$ cat config.mk
export PLATFORM = sky130hd
export DESIGN_NAME = lfsr_prng_core
export DESIGN_NICKNAME = d
export VERILOG_FILES = /design/src/rtl/prng_pkg.sv /design/src/rtl/prng_lfsr.sv /design/src/rtl/lfsr_prng_core.sv
export SDC_FILE = /design/constraint.sdc
export NUM_CORES = 1
export LEC_CHECK = 0
export ABC_AREA = 1
export CAP_MARGIN = 20
export CORE_ASPECT_RATIO = 1.75
export CORE_UTILIZATION = 60
export CTS_BUF_LIST = sky130_fd_sc_hd__clkbuf_8
export CTS_CLUSTER_DIAMETER = 150
export DETAILED_ROUTE_END_ITERATION = 10
export HOLD_SLACK_MARGIN = 0.02
export PLACE_DENSITY = 0.94
export SLEW_MARGIN = 40
export SYNTH_ARGS = -nofsm -noshare
export SYNTH_HDL_FRONTEND = slang
export SYNTH_SLANG_ARGS = --single-unit
$ cat constraint.sdc
create_clock -name clk -period 5 [get_ports clk]
set_input_delay 0.75 -clock clk [delete_from_list [all_inputs] [get_ports clk]]
set_output_delay 0.75 -clock clk [all_outputs]
set_load 0.005 [all_outputs]
$ cat src/rtl/prng_pkg.sv
// Purpose: shared tap constants and the XNOR Fibonacci LFSR step for the PRNG core.
// Latency: pure functions and constants, no state.
// Backpressure: not applicable.
package prng_pkg;

  localparam logic [15:0] DEFAULT_DATA_TAPS = 16'hD008;
  localparam logic [7:0]  DEFAULT_SEL_TAPS  = 8'hB8;
  localparam int          LFSR_MAX_W        = 32;

  // One XNOR Fibonacci step on a register of up to LFSR_MAX_W bits. mask has
  // ones in the live bit positions. All-ones is the XNOR lock-up state, so it
  // is escaped to zero, which is a legal member of the sequence.
  function automatic logic [LFSR_MAX_W-1:0] lfsr_next(
    input logic [LFSR_MAX_W-1:0] s,
    input logic [LFSR_MAX_W-1:0] taps,
    input logic [LFSR_MAX_W-1:0] mask
  );
    logic fb;
    fb = ~^(s & taps & mask);
    if ((s & mask) == mask) begin
      return '0;
    end
    return ((s << 1) | {{(LFSR_MAX_W-1){1'b0}}, fb}) & mask;
  endfunction

endpackage

$ cat src/rtl/prng_lfsr.sv
// Purpose: one clock-enabled XNOR LFSR with its own period divider, seed load and lock-up escape.
// Latency: state_next is the value the register takes at the coming edge; tick is combinational.
// Backpressure: none; the generator free-runs whenever en is high.
module prng_lfsr
  import prng_pkg::*;
#(
  parameter int             W     = 16,
  parameter logic [W-1:0]   TAPS  = '0,
  parameter int             DIV_W = 24
) (
  input  logic             clk,
  input  logic             rst_n,
  input  logic             en,
  input  logic             seed_load,
  input  logic [W-1:0]     seed,
  input  logic [DIV_W-1:0] period,
  output logic             tick,
  output logic [W-1:0]     state_next,
  output logic             lockup
);

  localparam logic [LFSR_MAX_W-1:0] MASK =
    (W >= LFSR_MAX_W) ? '1 : ((LFSR_MAX_W'(1) << W) - LFSR_MAX_W'(1));

  logic [W-1:0]            state;
  logic [DIV_W-1:0]        cnt;
  logic [LFSR_MAX_W-1:0]   step_w;
  logic                    at_end;

  assign step_w = lfsr_next(LFSR_MAX_W'(state), LFSR_MAX_W'(TAPS), MASK);

  if (W < LFSR_MAX_W) begin : g_hi
    logic unused_step_hi;
    assign unused_step_hi = ^step_w[LFSR_MAX_W-1:W];
  end

  // A shrunk period that the counter has already passed ends the count at once.
  assign at_end     = (period <= DIV_W'(1)) || (cnt >= period - DIV_W'(1));
  assign tick       = en && !seed_load && at_end;
  assign state_next = seed_load ? seed : (tick ? step_w[W-1:0] : state);

  // State, divider count and the one-cycle lock-up flag.
  always_ff @(posedge clk or negedge rst_n) begin
    if (!rst_n) begin
      state  <= '0;
      cnt    <= '0;
      lockup <= 1'b0;
    end else begin
      state  <= state_next;
      lockup <= tick && (&state);
      if (seed_load || !en || tick) begin
        cnt <= '0;
      end else begin
        cnt <= cnt + DIV_W'(1);
      end
    end
  end

endmodule

$ cat src/rtl/lfsr_prng_core.sv
// Purpose: dual-LFSR pseudo-random sample source; selector LFSR picks one of each data bit pair.
// Latency: sample appears with out_valid one cycle after a data tick.
// Backpressure: an untaken sample is held stable; a new sample arriving then is dropped and flags overrun.
module lfsr_prng_core
  import prng_pkg::*;
#(
  parameter int                DATA_W    = 16,
  parameter int                OUT_W     = 8,
  parameter logic [DATA_W-1:0] DATA_TAPS = DEFAULT_DATA_TAPS,
  parameter logic [OUT_W-1:0]  SEL_TAPS  = DEFAULT_SEL_TAPS,
  parameter int                DIV_W     = 24
) (
  input  logic              clk,
  input  logic              rst_n,
  input  logic              en,
  input  logic              seed_load,
  input  logic [DATA_W-1:0] seed_data,
  input  logic [OUT_W-1:0]  seed_sel,
  input  logic [DIV_W-1:0]  div_data,
  input  logic [DIV_W-1:0]  div_sel,
  output logic [OUT_W-1:0]  out_data,
  output logic              out_valid,
  input  logic              out_ready,
  output logic              overrun,
  output logic              lockup
);

  logic              data_tick;
  logic              sel_tick_unused;
  logic [DATA_W-1:0] data_next;
  logic [OUT_W-1:0]  sel_next;
  logic              data_lock;
  logic              sel_lock;
  logic [OUT_W-1:0]  sample;

  prng_lfsr #(.W(DATA_W), .TAPS(DATA_TAPS), .DIV_W(DIV_W)) u_data (
    .clk        (clk),
    .rst_n      (rst_n),
    .en         (en),
    .seed_load  (seed_load),
    .seed       (seed_data),
    .period     (div_data),
    .tick       (data_tick),
    .state_next (data_next),
    .lockup     (data_lock)
  );

  prng_lfsr #(.W(OUT_W), .TAPS(SEL_TAPS), .DIV_W(DIV_W)) u_sel (
    .clk        (clk),
    .rst_n      (rst_n),
    .en         (en),
    .seed_load  (seed_load),
    .seed       (seed_sel),
    .period     (div_sel),
    .tick       (sel_tick_unused),
    .state_next (sel_next),
    .lockup     (sel_lock)
  );

  assign lockup = data_lock | sel_lock;

  // Bit-pair select on the post-step values, so a coincident selector step is seen.
  always_comb begin
    sample = '0;
    for (int i = 0; i < OUT_W; i++) begin
      sample[i] = sel_next[i] ? data_next[2*i+1] : data_next[2*i];
    end
  end

  // Output holding register: a sample in flight is never overwritten until taken.
  always_ff @(posedge clk or negedge rst_n) begin
    if (!rst_n) begin
      out_data  <= '0;
      out_valid <= 1'b0;
      overrun   <= 1'b0;
    end else if (seed_load) begin
      out_valid <= 1'b0;
      overrun   <= 1'b0;
    end else if (data_tick) begin
      if (!out_valid || out_ready) begin
        out_data  <= sample;
        out_valid <= 1'b1;
      end else begin
        overrun <= 1'b1;
      end
    end else if (out_valid && out_ready) begin
      out_valid <= 1'b0;
    end
  end

endmodule

==> impl_metrics.toml, run 1 <==
[power_and_ir_drop]
cellPowerDensity_nw_per_um2 = 190
p_clk_frac = 0.348
p_seq_frac = 0.465
p_total_uw = 1550
leakage_uw = 0.00411
swShare = 0.277
peakVddDrop_v = 0.000154
combPwrFrac = 0.187
power.switching_uw = 428
p_int_uw = 1120

[routing]
num_vias = 6658
wirelength_mm = 16.6
drt_iter0_markers = 362
drc = 0
drt-vias-per-instance = 5.48
antenna_left = 0
wire_per_inst_um = 13.7
firstDrtPassIters = 5

[die]
ios = 88
coreArea_um2 = 11200
start_util = 0.624
dieArea_um2 = 12100
rows = 51
die_w_um = 83.7
die_h_um = 145

[timing]
setup_slack_ns = 0.559
max_clock_freq_mhz = 225
fin_crit_ns = 4.44
period_share = 0.888
setup_viol = 0
maxSlewViolCount = 0
hold_viol = 0
fin_skew_ns = 0.0161
setup_tns_ns = 0
holdWs_ns = 0.323
rsz0062_at_grt = "no"
tightest_slew_ns = 0.641
slew_headroom = 0.573

[clock_network]
clock-sinks = 84
path_clk_slew_ns = 0.09
htreeDepth = 3
insertion_delay_ns = 0.36
cts-resized-gates = 0
cts_tree = "done"
hold_buffers = 0
ctsRootBufferMaster = "clkbuf_8"
cts_made_buffers = 9
clockBufferDepth = 2
postCtsSetupBuffers = 0

[synthesis]
ys_ff_latch = 84
syn_nets = 1122
yosysSeqAreaShare = 0.300
synth-main-ff-cell = "dfrtp_1"
synth-edff-count = 0
synthCells = 989
async_flop_share = 1.00
yosysWarnings = 0
syn_area_um2 = 7010
avgSynthCellArea_um2 = 7.09
ys_types = 48

[placement]
place_congestion = 0.901
place_ws_ns = 0.272
hpwl_mm = 12.9
io_buffers = 87

[setup_path]
arrival_ns = 4.70
reg2reg_to = "out_data[7]"
worst-path-max-fanout = 19
worstSetupEndpoint = "out_data[7]"
endpoint_kind = "register"
cp-startpoint = "div_data[0]"
r2r_start = "u_data.cnt[7]"
startpoint_type = "input pin"
worst-setup-path-type = "in -> reg"
r2r_slack_ns = 2.40
required_ns = 5.26
reg2reg_depth = 14

[global_routing]
grt_usage = 0.287
antenna_found_initial = 0
grt_overflow = 0
grt_pass1_vias = 6670
grt_max_degree = 53
grt_pass1_wl_mm = 28.6

[flow_run]
drv_cap = 0

[layout]
area_delta_synth_final_pct = 16.3
final_nets = 1210
antenna_cells = 0
layout_common_cells = "231 x nand2_1, 149 x inv_1, 141 x nor2_1"
drive_gt1_frac = 0.0693
fill_cells = 830
layout_commonest_cell = "nand2_1"

[min_path]
hp-class = "in -> async"

[run_status]
status = "finished, final reports clean"
## cell usage after synthesis (2+ instances only)
cell      instances  share of area
a21oi_1          42          0.030
buf_2             3         0.0021
buf_6             4         0.0064
clkbuf_1          2         0.0011
clkbuf_8          2         0.0039
dfrtp_1          84           0.30
ha_1             56           0.10
inv_1           147          0.079
inv_2             3         0.0016
nand2_1         231           0.12
nand2_2           3         0.0027
nand3_1          86          0.061
nand3_2          15          0.021
nand3_4           2         0.0050
nand4_1          15          0.013
nand4_2           2         0.0036
nor2_1          141          0.075
nor2_2           11         0.0098
nor2_4            3         0.0048
nor3_1           17          0.012
nor3_2            5         0.0071
nor4_1            2         0.0018
nor4_2            2         0.0036
nor4_4            2         0.0061
o21a_1            2         0.0021
o21ai_0          21          0.015
or2_1             4         0.0036
or2_2             4         0.0036
xnor2_1          18          0.022
xor2_1           42          0.052
## layout make-up
cell class | count | area [µm²] | share of cell area
Clock inverter | 6 | 80.1 | 0.00982
Inverter | 151 | 569 | 0.0698
Multi-Input combinational cell | 740 | 4200 | 0.515
Sequential cell | 84 | 2100 | 0.258
Tap cell | 132 | 165 | 0.0202
Clock buffer | 10 | 138 | 0.0169
Timing Repair Buffer | 91 | 902 | 0.111
## worst min path at each step
| stage | endpoint | slack (ns) | startpoint | cells past startpoint |
|---|---|---|---|---|
| 2_1_floorplan | out_data[0] | 0.45 | rst_n | 0 |
| 3_3_place_gp | u_sel.cnt[0] | 0.48 | u_sel.cnt[0] | 1 |
| 3_5_place_dp | out_data[6] | 0.48 | out_data[6] | 2 |
| 4_1_cts | u_sel.state[6] | 0.33 | rst_n | 1 |
| 5_1_grt | u_sel.state[6] | 0.35 | rst_n | 1 |
| 6_report | out_data[6] | 0.32 | rst_n | 1 |
## per-layer routing
metal / share of wire / global-route usage / up-vias
met4: 0.046 / 0.147 / 0
met3: 0.042 / 0.0336 / 63
li1: - / - / 3325
met1: 0.36 / 0.301 / 3050
met5: 0 / 0 / -
met2: 0.55 / 0.545 / 220
## power by group through the flow
stage,sequential (µW),combinational (µW),clock [µW]
3_3_place_gp,730,277,0
2_1_floorplan,726,163,0
6_report,719,289,539
4_1_cts,718,289,544
3_5_place_dp,731,287,0
5_1_grt,721,325,569
## cell families (layout without fill, tap and decap cells)
family                     after synthesis  count (layout)  share of synthesized area
xor gates and xnor gates                60              60                     0.0749
AOI/OAI and AO/OA                       72              72                     0.0544
adders and majority gates               56              56                     0.0999
and+or+nand+nor                        552             552                      0.370
DFF                                     84              84                      0.300
buffers and inverters                  165             258                      0.101
## state kept, by name, indices dropped and copies added (netlist names), 8 cells and up
| name | cells |
|---|---|
| u_sel.cnt | 24 |
| u_sel.state | 8 |
| u_data.cnt | 24 |
| u_data.state | 16 |
| out_data | 8 |
## critical path, cell delays in order
cell	delay, ns
clkdlybuf4s50_1	0.42
inv_1	0.12
ha_1	0.26
nand2_2	0.11
nor2_4	0.16
nand4_2	0.14
nor4_2	0.24
nand2_1	0.16
nor3_2	0.17
xor2_1	0.16
inv_1	0.06
ha_1	0.27
nand2_1	0.07
nor2_1	0.15
nand3_1	0.12
nor2_1	0.13
nand2_1	0.11
nand3_4	0.32
nand2_8	0.21
nor2_8	0.20
inv_1	0.17
nand2_1	0.10
nand2_1	0.06
## per-stage QoR
step / cell area (µm²) / util / std cells
floorplan: 7010 / - / 989
global placement: 7930 / 0.706 / 1197
detailed placement: 7940 / 0.707 / 1198
CTS: 8160 / 0.726 / 1214
global route: 8160 / 0.726 / 1214
finish: 8160 / 0.726 / 1214
(Power assumes the default switching activity.)
==> run 2, diff against run 1 <==
- SKIP_CTS_REPAIR_TIMING: unset -> 1
==> results of run 2 <==
Same layout as run 1: the final DEF is identical, and so are final timing and power.
